**src/rtl/simd_issuer.sv**
```systemverilog
// Issues a 16-entry instruction program to a fixed-latency SIMD core and queues its results,
// using credits so that every in-flight result is guaranteed a slot in the 4-entry result FIFO.
module simd_issuer #(
    parameter int          LAT    = 4,
    parameter logic [11:0] BUBBLE = 12'hFF0
) (
    input  logic        clk,
    input  logic        rst,
    input  logic        prog_we,
    input  logic [3:0]  prog_addr,
    input  logic [11:0] prog_data,
    input  logic [4:0]  prog_len,
    input  logic        start,
    output logic [11:0] instr,
    input  logic [31:0] core_result,
    output logic [31:0] res_data,
    output logic        res_valid,
    input  logic        res_ready,
    output logic        busy,
    output logic        done
);
    // state | meaning
    // IDLE  | waiting for start; a start with a free credit issues word 0 at once
    // ISSUE | issuing buffer[ptr] on every cycle a credit is free
    // DRAIN | every word issued, waiting for in-flight results to land
    // DONE  | one-cycle done pulse, then back to IDLE
    typedef enum logic [1:0] {
        IDLE  = 2'd0,
        ISSUE = 2'd1,
        DRAIN = 2'd2,
        DONE  = 2'd3
    } state_t;

    state_t      state;
    state_t      state_nxt;
    logic [11:0] prog_mem [16];
    logic [3:0]  ptr;
    logic [3:0]  ptr_nxt;
    logic [4:0]  len;
    logic [4:0]  len_nxt;
    logic [4:0]  len_sel;
    logic [3:0]  issue_idx;
    logic        issue;
    logic [LAT-1:0] vld;
    logic [7:0]  in_flight;
    logic [7:0]  fill;
    logic        credit_ok;

    logic [31:0] fifo_mem [4];
    logic [1:0]  rd_ptr;
    logic [1:0]  wr_ptr;
    logic [2:0]  count;
    logic        push;
    logic        pop;

    assign busy      = (state == ISSUE) || (state == DRAIN);
    assign done      = (state == DONE);
    assign res_valid = (count != 3'd0);
    assign res_data  = fifo_mem[rd_ptr];
    assign push      = vld[LAT-1];
    assign pop       = res_valid && res_ready;

    always_comb begin
        len_sel = prog_len;
        if (prog_len == 5'd0 || prog_len > 5'd16) begin
            len_sel = 5'd16;
        end
    end

    // Results already in the FIFO plus those still in the core both consume a credit.
    always_comb begin
        in_flight = '0;
        for (int i = 0; i < LAT; i++) begin
            in_flight = in_flight + 8'(vld[i]);
        end
        fill      = in_flight + 8'(count);
        credit_ok = (fill < 8'd4);
    end

    always_comb begin
        state_nxt = state;
        issue     = 1'b0;
        issue_idx = ptr;
        ptr_nxt   = ptr;
        len_nxt   = len;
        case (state)
            IDLE: begin
                if (start) begin
                    len_nxt   = len_sel;
                    issue_idx = 4'd0;
                    ptr_nxt   = 4'd0;
                    state_nxt = ISSUE;
                    if (credit_ok) begin
                        issue   = 1'b1;
                        ptr_nxt = 4'd1;
                        if (len_sel == 5'd1) begin
                            state_nxt = DRAIN;
                        end
                    end
                end
            end
            ISSUE: begin
                if (credit_ok) begin
                    issue   = 1'b1;
                    ptr_nxt = ptr + 4'd1;
                    if ({1'b0, ptr} == len - 5'd1) begin
                        state_nxt = DRAIN;
                    end
                end
            end
            DRAIN: begin
                if (vld == '0) begin
                    state_nxt = DONE;
                end
            end
            DONE: begin
                state_nxt = IDLE;
            end
            default: begin
                state_nxt = IDLE;
            end
        endcase
    end

    always_ff @(posedge clk) begin
        if (rst) begin
            state  <= IDLE;
            ptr    <= 4'd0;
            len    <= 5'd16;
            vld    <= '0;
            instr  <= BUBBLE;
            rd_ptr <= 2'd0;
            wr_ptr <= 2'd0;
            count  <= 3'd0;
        end else begin
            state <= state_nxt;
            ptr   <= ptr_nxt;
            len   <= len_nxt;
            vld   <= (vld << 1) | LAT'(issue);
            instr <= issue ? prog_mem[issue_idx] : BUBBLE;
            if (push) begin
                wr_ptr <= wr_ptr + 2'd1;
            end
            if (pop) begin
                rd_ptr <= rd_ptr + 2'd1;
            end
            case ({push, pop})
                2'b10:   count <= count + 3'd1;
                2'b01:   count <= count - 3'd1;
                default: count <= count;
            endcase
        end
    end

    // Storage arrays carry no reset; the program survives rst by design.
    always_ff @(posedge clk) begin
        if (push) begin
            fifo_mem[wr_ptr] <= core_result;
        end
        if (prog_we && !busy) begin
            prog_mem[prog_addr] <= prog_data;
        end
    end

endmodule

```
**config.mk**
```make
export PLATFORM = sky130hd
export DESIGN_NAME = simd_issuer
export DESIGN_NICKNAME = d
export VERILOG_FILES = /design/src/rtl/simd_issuer.sv
export SDC_FILE = /design/constraint.sdc
export NUM_CORES = 1
export LEC_CHECK = 0
export CAP_MARGIN = 30
export CORE_ASPECT_RATIO = 0.8
export CORE_MARGIN = 1.5
export CORE_UTILIZATION = 37
export DETAILED_ROUTE_END_ITERATION = 12
export PLACE_DENSITY_LB_ADDON = 0.1
export SLEW_MARGIN = 20
export SYNTH_ARGS = -nofsm -noshare
export SYNTH_HDL_FRONTEND = slang
export SYNTH_SLANG_ARGS = --single-unit
```
**constraint.sdc**
```tcl
create_clock -name clk -period 5 [get_ports clk]
set_clock_uncertainty 0.1 [all_clocks]
set_input_delay 1.25 -clock clk [delete_from_list [all_inputs] [get_ports clk]]
set_output_delay 1.25 -clock clk [all_outputs]
set_load 0.005 [all_outputs]
```
Word-level counts from Yosys, hierarchy flattened. Memories as Yosys holds them, arrays and structs flattened. A register that Yosys moved wholly into a read port is not among the register bits. Cells that the tools add are included.

Register bits after elaboration: 22. RAM bits: 320. Input port bits: 58. Output and inout bits: 47. Memories kept: 2.

Add/sub/neg operators: 10. Order comparisons: 2. Eq/ne operators: 11. Muxes and demuxes: 24. Bitwise logic cells: 2. Reductions and logical operators: 15.

Memory list: prog_mem (depth 16, width 12, rd ports 1, clocked after memory_dff 1, wr ports 1, RTL line 36) `logic [11:0] prog_mem [16];`; fifo_mem (depth 4, width 32, rd ports 1, clocked after memory_dff 1, wr ports 1, RTL line 49) `logic [31:0] fifo_mem [4];`.

Operators by type and width (count): $mux W2 (8); $mux W4 (4); $pmux W2 S4 (1); $pmux W4 S2 (1); $mux W1 (7); $eq A2 B2 Y1 const B (3); $pmux W3 S2 (1); $add A4 B3 Y5 (1); $eq A4 B5 Y1 (1); $eq A5 B1 Y1 const B (1); $gt A5 B5 Y1 const B (1); $logic_not A5 Y1 (1); $lt A5 B3 Y1 const B (1); $mux W5 (1); $sub A5 B1 Y5 const B (1); $add A2 B1 Y2 const B (2); $add A3 B1 Y4 (1); $add A4 B1 Y4 const B (1); $eq A2 B1 Y1 const B (2); $logic_not A4 Y1 (1); $ne A2 B1 Y1 const B (2); $ne A2 B2 Y1 const B (2); $or A4 B1 Y4 (1); $reduce_and A4 Y1 (1); other kinds (15) (18).

Logic depth before layout (Yosys ltp). Gate-level depths: netlist of run 1.

Depth in word-level cells: 10. Depth in mapped cells: 9. Mapped depth without buffers: 8.

Worst setup path after synthesis of run 1. No wires, ideal clock.

Path type: input-to-reg. From: input port prog_addr[1]. To: memory prog_mem[0][0], enable pin. Setup time: 0.396 ns. Arrival: 2.549 ns. Slack: 1.955 ns. Stages on the path: 2. Path through: or3_1 > nor3_1.

RTL lines: from (decl) (RTL line 10) `input logic [3:0] prog_addr,`; to (decl) (RTL line 36).

No word-level cell before the write port.

==> results of run 1 <==
state kept, by name, summed over array words and instances, names as in the netlist, 3 cells and up, named ones only:
| name | cells |
|---|---|
| count | 3 |
| fifo_mem | 128 |
| instr | 12 |
| len | 5 |
| prog_mem | 192 |
| ptr | 4 |
| vld | 4 |
final timing paths:
kind,slack (ps),cells past startpoint,start,endpoint
worst max register to register,1970,8,vld[3],instr[9]
worst max-delay path,1150,3,register,res_data[8]
worst min register to register,390,2,vld[1],vld[2]
worst min-delay path,390,2,vld[1],vld[2]
critical path, delay by kind of cell, from the launching register on:
kind,cells,cell delay [ps]
buffers and inverters,2,860
flip-flops,1,550
multiplexers,1,540
synth_stat cells, drive strengths merged (7+ instances only):
| master | number |
|---|---|
| a22o | 7 |
| and2 | 8 |
| a211oi | 11 |
| ha | 15 |
| dfxtp | 36 |
| xnor2 | 7 |
| mux4 | 41 |
| nor2 | 95 |
| nor3b | 11 |
| mux2i | 26 |
| nand2 | 16 |
| mux2 | 15 |
| nor3 | 8 |
| o221ai | 14 |
| inv | 17 |
| buf | 25 |
| a31oi | 8 |
| o21ai | 35 |
| a22oi | 10 |
| edfxtp | 320 |
| a21oi | 79 |
| clkbuf | 30 |
| nand3 | 13 |
report_power, final:
group          internal (mW)  switching, mW
Sequential              3.36          0.153
Clock                   1.59           1.12
Combinational          0.593          0.750
Total                   5.54           2.02
cell type report:
type	instances	area (um2)	share of cell area, %
clock buffers	49	1010	5.89
clock inverters	20	175	1.02
inverters	17	63.8	0.371
multi-input cells	467	3660	21.3
flip-flops and latches	356	10300	60.1
well taps	495	619	3.60
repair buffers	135	1320	7.70
per-layer routing:
| metal | part of all wire (%) | wire, um | vias to the layer above | GRT usage [%] |
|---|---|---|---|---|
| met5 | 0 | 0 | - | 0 |
| met3 | 4.4 | 1450 | 52 | 3.00 |
| met1 | 49 | 16100 | 4033 | 24.6 |
| met2 | 44 | 14600 | 195 | 25.1 |
| li1 | - | - | 3730 | - |
| met4 | 2.5 | 827 | 0 | 5.67 |
cells by family (layout without fill, tap and decap cells):
group                    count (synthesis)  count (layout)
AO/OA/AOI/OAI                          180             180
XOR/XNOR                                12              12
adder cells (fa/ha/maj)                 17              17
buffers and inverters                   72             221
flip-flops                             356             356
multiplexers                            82              82
AND/OR/NAND/NOR                        176             176
==> reports/metrics.sh, run 1 <==
SYN-INSTANCE-COUNT=895
CLOCK_TREE_FROM_TRITONCTS='done'
MAX_CAP_VIOLATIONS=0
LAYOUT.CORE_UTILIZATION_PCT=45.1
SYNTH_CELL_TYPE_COUNT=52
FINALWIRELENGTH_MM=33.0
GRT_PASS1_VIAS=7946
NUM-FILL-CELLS=3393
SYNTH.FF_LATCH_COUNT=356
AREA_DELTA_SYNTH_FINAL_PCT=20.7
KIND_OF_CRITICAL_PATH='register to primary output'
PORT-BUFFER-COUNT=104
TIMING.FINAL.HOLD_VIOLATIONS=0
CTS_INSERTED_BUFFERS=38
CRITICAL-PATH-SLOWEST-CELL='dfxtp_2'
FINALSETUPVIOLCOUNT=0
DPL_WORST_SLACK_PS=909
GLOBAL_ROUTE.OVERFLOW_TOTAL=0
CTS_NUM_SINKS=356
SYNTH-COMPOUND-AREA-SHARE_PCT=7.71
WORST_SKEW_PAIR.LATE_LATENCY_PS=540
TNS_PS=0
MAX_FREQ_MHz=260
GROUTE.USAGE.OVERALL_PCT=16.8
DR_TOTAL_VIAS=8010
NETLIST_AREA_UM2=14200
TIMING.CRITICAL_PATH.FROM_TYPE='register'
POST_CTS.RESIZED_INSTANCES=0
FINAL_CELL_AREA_UM2=17200
MOST_COMMON_CELL_AFTER_LAYOUT_FILL_AND_TAPS_ASIDE='edfxtp_1'
NUMBER_OF_PRIMARY_I_O_PINS=105
GRT_ANTENNA_BEFORE_REPAIR=0
CP_CELL_SEQUENCE='buf_4, mux4_2, clkdlybuf4s50_1'
WORST-ENDPOINT-ARRIVAL_PS=2500
SYNTHESIS.YOSYS.WARNINGS=0
FP.DIEW_UM=222
CRIT_PATH_MAX_FANOUT=13
OUTCOME='completed'
FP-ROW-COUNT=64
YOSYS_MOST_USED_DFF='edfxtp_1'
FINALPOWER_mW=7.56
POSTCTSHOLDBUFS=0
HTREE_NUM_LEVELS=2
NUMBER_OF_BUFFERS_ON_THE_LONGEST_CLOCK_PATH=3
POST-DP-HPWL_MM=20.4
LARGEST_NET_DEGREE_AT_THE_START_OF_GLOBAL_ROUTING=73
ANTENNA_CELLS=0
CTS_ROOT_BUFFER='clkbuf_16'
DPL.CELL_COUNT=1469
YOSYSSEQAREASHARE_PCT=72.5
MUXSHAREOFSYNTHAREA_PCT=9.49
GRT_SETUP_UNREPAIRED='false'
CP_SLOWEST_STAGE_DELAY_PS=550
RELSLEWSLACK_PCT=35.5
ROUTE.DETAILED.VIAS_PER_INST=5.20
TOTAL_LEAKAGE_POWER_nW=5.56
START_UTIL_PCT=37.4
POSTCTSSETUPBUFFERS=0
FINAL_LAYOUT_SIZE_SUFFIX_GT1_SHARE_PCT=15.8
CLKSLEWWORSTSETUPHOLDPATHS_PS=60
LIBRARY_CELL_OCCUPYING_THE_MOST_AREA_IN_THE_POST_SYNTHESIS_NETLIST='edfxtp_1'
WORSTMARGINPINSLEW_PS=968
DIE-AREA_UM2=39700
POST_SYNTH_AND_OR_NAND_NOR_AREA_FRACTION_PCT=5.74
CHIPHEIGHT_UM=179
GPL.FINAL_WEIGHTED_CONGESTION=0.798
DPL_CELL_AREA_UM2=16000
CP-END-KIND='primary output'
SYNTH_TOP_CELLS_BY_AREA='edfxtp_1 67%, mux4_2 6.5%, dfxtp_1 5.1%'
DETAIL_ROUTE.DRC_VIOLATIONS=0
DETAILEDROUTE.FIRSTPASSITERATIONCOUNT=5
CORE_AREA_UM2=38100
POST_SYNTH_FA_HA_MAJ_AREA_FRACTION_PCT=1.60
SYNTH-XOR-AREA-SHARE_PCT=0.843
FINALNETCOUNT=1090
DRT_ITER0_DRCS=621
POST_LAYOUT_WORST_SETUP_MARGIN_PS=1150
DRTANTENNAVIOLNETS=0
POST-SYNTH-TOP-AREA-FRACTION_PCT=67.4
POWER.DENSITY_CELL_AREA_nW_PER_UM2=440
SYNTH-EDFF-COUNT=320
CP.REQUIRED_PS=3650
MAIN_COMBINATIONAL_CELL_FAMILY_BY_AREA_AFTER_SYNTHESIS='multiplexers'
COMMONEST_CELLS_AFTER_ROUTING_FILL_AND_TAPS_ASIDE='320 x edfxtp_1, 104 x clkdlybuf4s50_1, 87 x nor2_1, 79 x a21oi_1, 41 x mux4_2'
HOLD_SLACK_PS=387
FINAL.MIN_CLOCK_PERIOD_PS=3850
INSTANCES_NO_FILL=1539
WL_PER_CELL_UM=21.5
MAX-VDD-IR-DROP_mV=0.270
GRT_FIRST_PASS_WIRELENGTH_MM=49.6
WORST_MIN_DELAY_PATH_CATEGORY='register to register'
SYNTH.NET_COUNT=970
DRV_SLEW=0
PERIOD_UTILIZATION_POST_ROUTE_PCT=76.9
SYNTH.AVG_CELL_AREA_UM2=15.9
SYNTHARSTFLOPSHARE_PCT=0
No activity file was read; power rests on OpenSTA's default activity.
==> run 2: changes to the inputs <==
==> constraint.sdc (replaced) <==
create_clock -name clk -period 3.3 [get_ports clk]
set_clock_uncertainty 0.1 [all_clocks]
set_input_delay 0.825 -clock clk [delete_from_list [all_inputs] [get_ports clk]]
set_output_delay 0.825 -clock clk [all_outputs]
set_load 0.005 [all_outputs]
==> reports/metrics.sh, run 2 (synthesis results as in run 1) <==
OUTCOME='completed'
TIMING.REG2REG.WORST_PATH_DEPTH=7
SWITCHING_SHARE_OF_TOTAL_POWER_PCT=26.6
FP-ROW-COUNT=64
CORE_AREA_UM2=38100
CP.REQUIRED_PS=2370
MOST_COMMON_CELL_AFTER_LAYOUT_FILL_AND_TAPS_ASIDE='edfxtp_1'
CHIPHEIGHT_UM=179
GLOBAL_ROUTE.OVERFLOW_TOTAL=0
CLKSLEWWORSTSETUPHOLDPATHS_PS=60
DETAILEDROUTE.FIRSTPASSITERATIONCOUNT=5
GRT_PASS1_VIAS=7857
KIND_OF_CRITICAL_PATH='register to primary output'
TNS_PS=0
GROUTE.USAGE.OVERALL_PCT=16.5
NUM-FILL-CELLS=3371
DRTANTENNAVIOLNETS=0
PORT-BUFFER-COUNT=104
POWER.SHARE.SEQUENTIAL_PCT=45.9
DRV_SLEW=0
LAYOUT.CORE_UTILIZATION_PCT=45.6
MAX_CAP_VIOLATIONS=0
WORSTREG2REGSTART='vld[0]'
GPL.FINAL_WEIGHTED_CONGESTION=0.768
TIMING.REG2REG.SETUP_SLACK_PS=540
TIMING.FINAL.HOLD_VIOLATIONS=0
FINAL_LAYOUT_SIZE_SUFFIX_GT1_SHARE_PCT=16.3
AREA_DELTA_SYNTH_FINAL_PCT=22.1
GRT_ANTENNA_BEFORE_REPAIR=0
HTREE_NUM_LEVELS=2
PERIOD_UTILIZATION_POST_ROUTE_PCT=96.0
NUMBER_OF_BUFFERS_ON_THE_LONGEST_CLOCK_PATH=3
ROUTE.TOP_LAYER_USED='met4'
CTS_INSERTED_BUFFERS=38
FINAL.MIN_CLOCK_PERIOD_PS=3170
POSTCTSHOLDBUFS=0
WORST_MIN_DELAY_PATH_CATEGORY='register to register'
CTS_ROOT_BUFFER='clkbuf_16'
TIMING.CRITICAL_PATH.FROM_TYPE='register'
DR_TOTAL_VIAS=7987
ROUTE.DETAILED.VIAS_PER_INST=5.14
DIE-AREA_UM2=39700
WORST_SKEW_PAIR.LATE_LATENCY_PS=540
WL_PER_CELL_UM=21.1
DPL.CELL_COUNT=1486
COMMONEST_CELLS_AFTER_ROUTING_FILL_AND_TAPS_ASIDE='320 x edfxtp_1, 104 x clkdlybuf4s50_1, 95 x nor2_1, 79 x a21oi_1'
DRT_ITER0_DRCS=509
TOP_REGISTERS='prog_mem (192), fifo_mem (128), instr (12)'
INSTANCES_NO_FILL=1554
CRIT-REG2REG-CAPTURE='state[0]'
CELLINTERNALPOWER_mW=8.45
TOTAL_LEAKAGE_POWER_nW=5.68
FP.DIEW_UM=222
CP-END-KIND='primary output'
CRIT_PATH_MAX_FANOUT=13
POWER_SHARE_OF_THE_COMBINATIONAL_GROUP_PCT=18.4
FINALPOWER_mW=11.5
GRT_FIRST_PASS_WIRELENGTH_MM=49.0
MAX-VDD-IR-DROP_mV=0.444
CP-ENDPOINT='res_data[17]'
WORSTMARGINPINSLEW_PS=743
REGMOSTFLOPS='prog_mem'
CTS_NUM_SINKS=356
NETSWITCHINGPOWER_mW=3.06
START_UTIL_PCT=37.4
WORST-ENDPOINT-ARRIVAL_PS=2240
RELSLEWSLACK_PCT=50.5
FINAL_CELL_AREA_UM2=17400
DPL_CELL_AREA_UM2=16100
MET2_WIRELENGTH_MM=14.0
DETAIL_ROUTE.DRC_VIOLATIONS=0
GRT_SETUP_UNREPAIRED='false'
POWER.DENSITY_CELL_AREA_nW_PER_UM2=662
FINALWIRELENGTH_MM=32.7
ROUTEDLENGTHMET1_MM=16.7
NUMBER_OF_PRIMARY_I_O_PINS=105
POST-DP-HPWL_MM=20.2
FINALNETCOUNT=1109
LARGEST_NET_DEGREE_AT_THE_START_OF_GLOBAL_ROUTING=53
MAX_FREQ_MHz=316
ANTENNA_CELLS=0
CLOCK_TREE_FROM_TRITONCTS='done'
POWER_FRAC_CLOCK_PCT=35.7
NUMBER_OF_FLIP_FLOPS_IN_THE_LARGEST_REGISTER=192
FINALSETUPVIOLCOUNT=0
MET3_LENGTH_MM=1.45
POSTCTSSETUPBUFFERS=0
run 2: cell types whose count changed in the layout (fill, tap and decap cells not counted), sizes merged:
cell      delta
bufinv       -1
inv          +1
clkinv       -9
clkbuf       +7
clkinvlp     -1
buf         +18
run 2: final cells by class:
type,count,area [um2],share of cell area [%]
clock buffer,55,1060,6.12
inverter,17,63.8,0.367
timing repair buffer,154,1540,8.86
multi-input combinational,467,3640,20.9
clock inverter,10,120,0.691
tap,495,619,3.56
sequential,356,10300,59.4
run 2: timing repair:
action                                  in CTS  in global routing
cloned                                       0                  1
endpoints found under the setup margin      13                  3
gates resized for setup                      1                  1
run 2: power groups by stage:
stage / logic [mW] / clock network [mW] / registers (mW)
2_1_floorplan: 1.38 / 0 / 5.23
3_3_place_gp: 2.12 / 0 / 5.38
3_5_place_dp: 2.12 / 0 / 5.38
4_1_cts: 2.13 / 4.23 / 5.29
5_1_grt: 2.34 / 4.39 / 5.31
6_report: 2.12 / 4.11 / 5.29
run 2: worst max-delay path, cell delays in order, from the launching register on:
cell and delay, ps:
dfxtp_4 460, clkbuf_16 240, mux4_2 530, clkdlybuf4s50_1 460
run 2: worst min-delay path by stage:
stage,to,startpoint,cells past startpoint
detailed placement,vld[3],vld[2],1
global placement,vld[2],vld[1],2
finish,vld[3],vld[2],1
global route,vld[3],vld[2],1
CTS,vld[2],vld[1],2
floorplan,vld[2],vld[1],2
run 2: layer usage:
layer	vias up	GRT usage, %
li1	3755	-
met1	4013	25.1
met2	178	24.2
met3	41	2.87
met4	0	4.48
met5	-	0
run 2: through the flow:
stage,setup slack [ps],hold WS (ps)
after floorplan,642,355
after CTS,32.0,382
after global placement,346,375
final,130,378
after global routing,29.9,399
after detailed placement,307,372
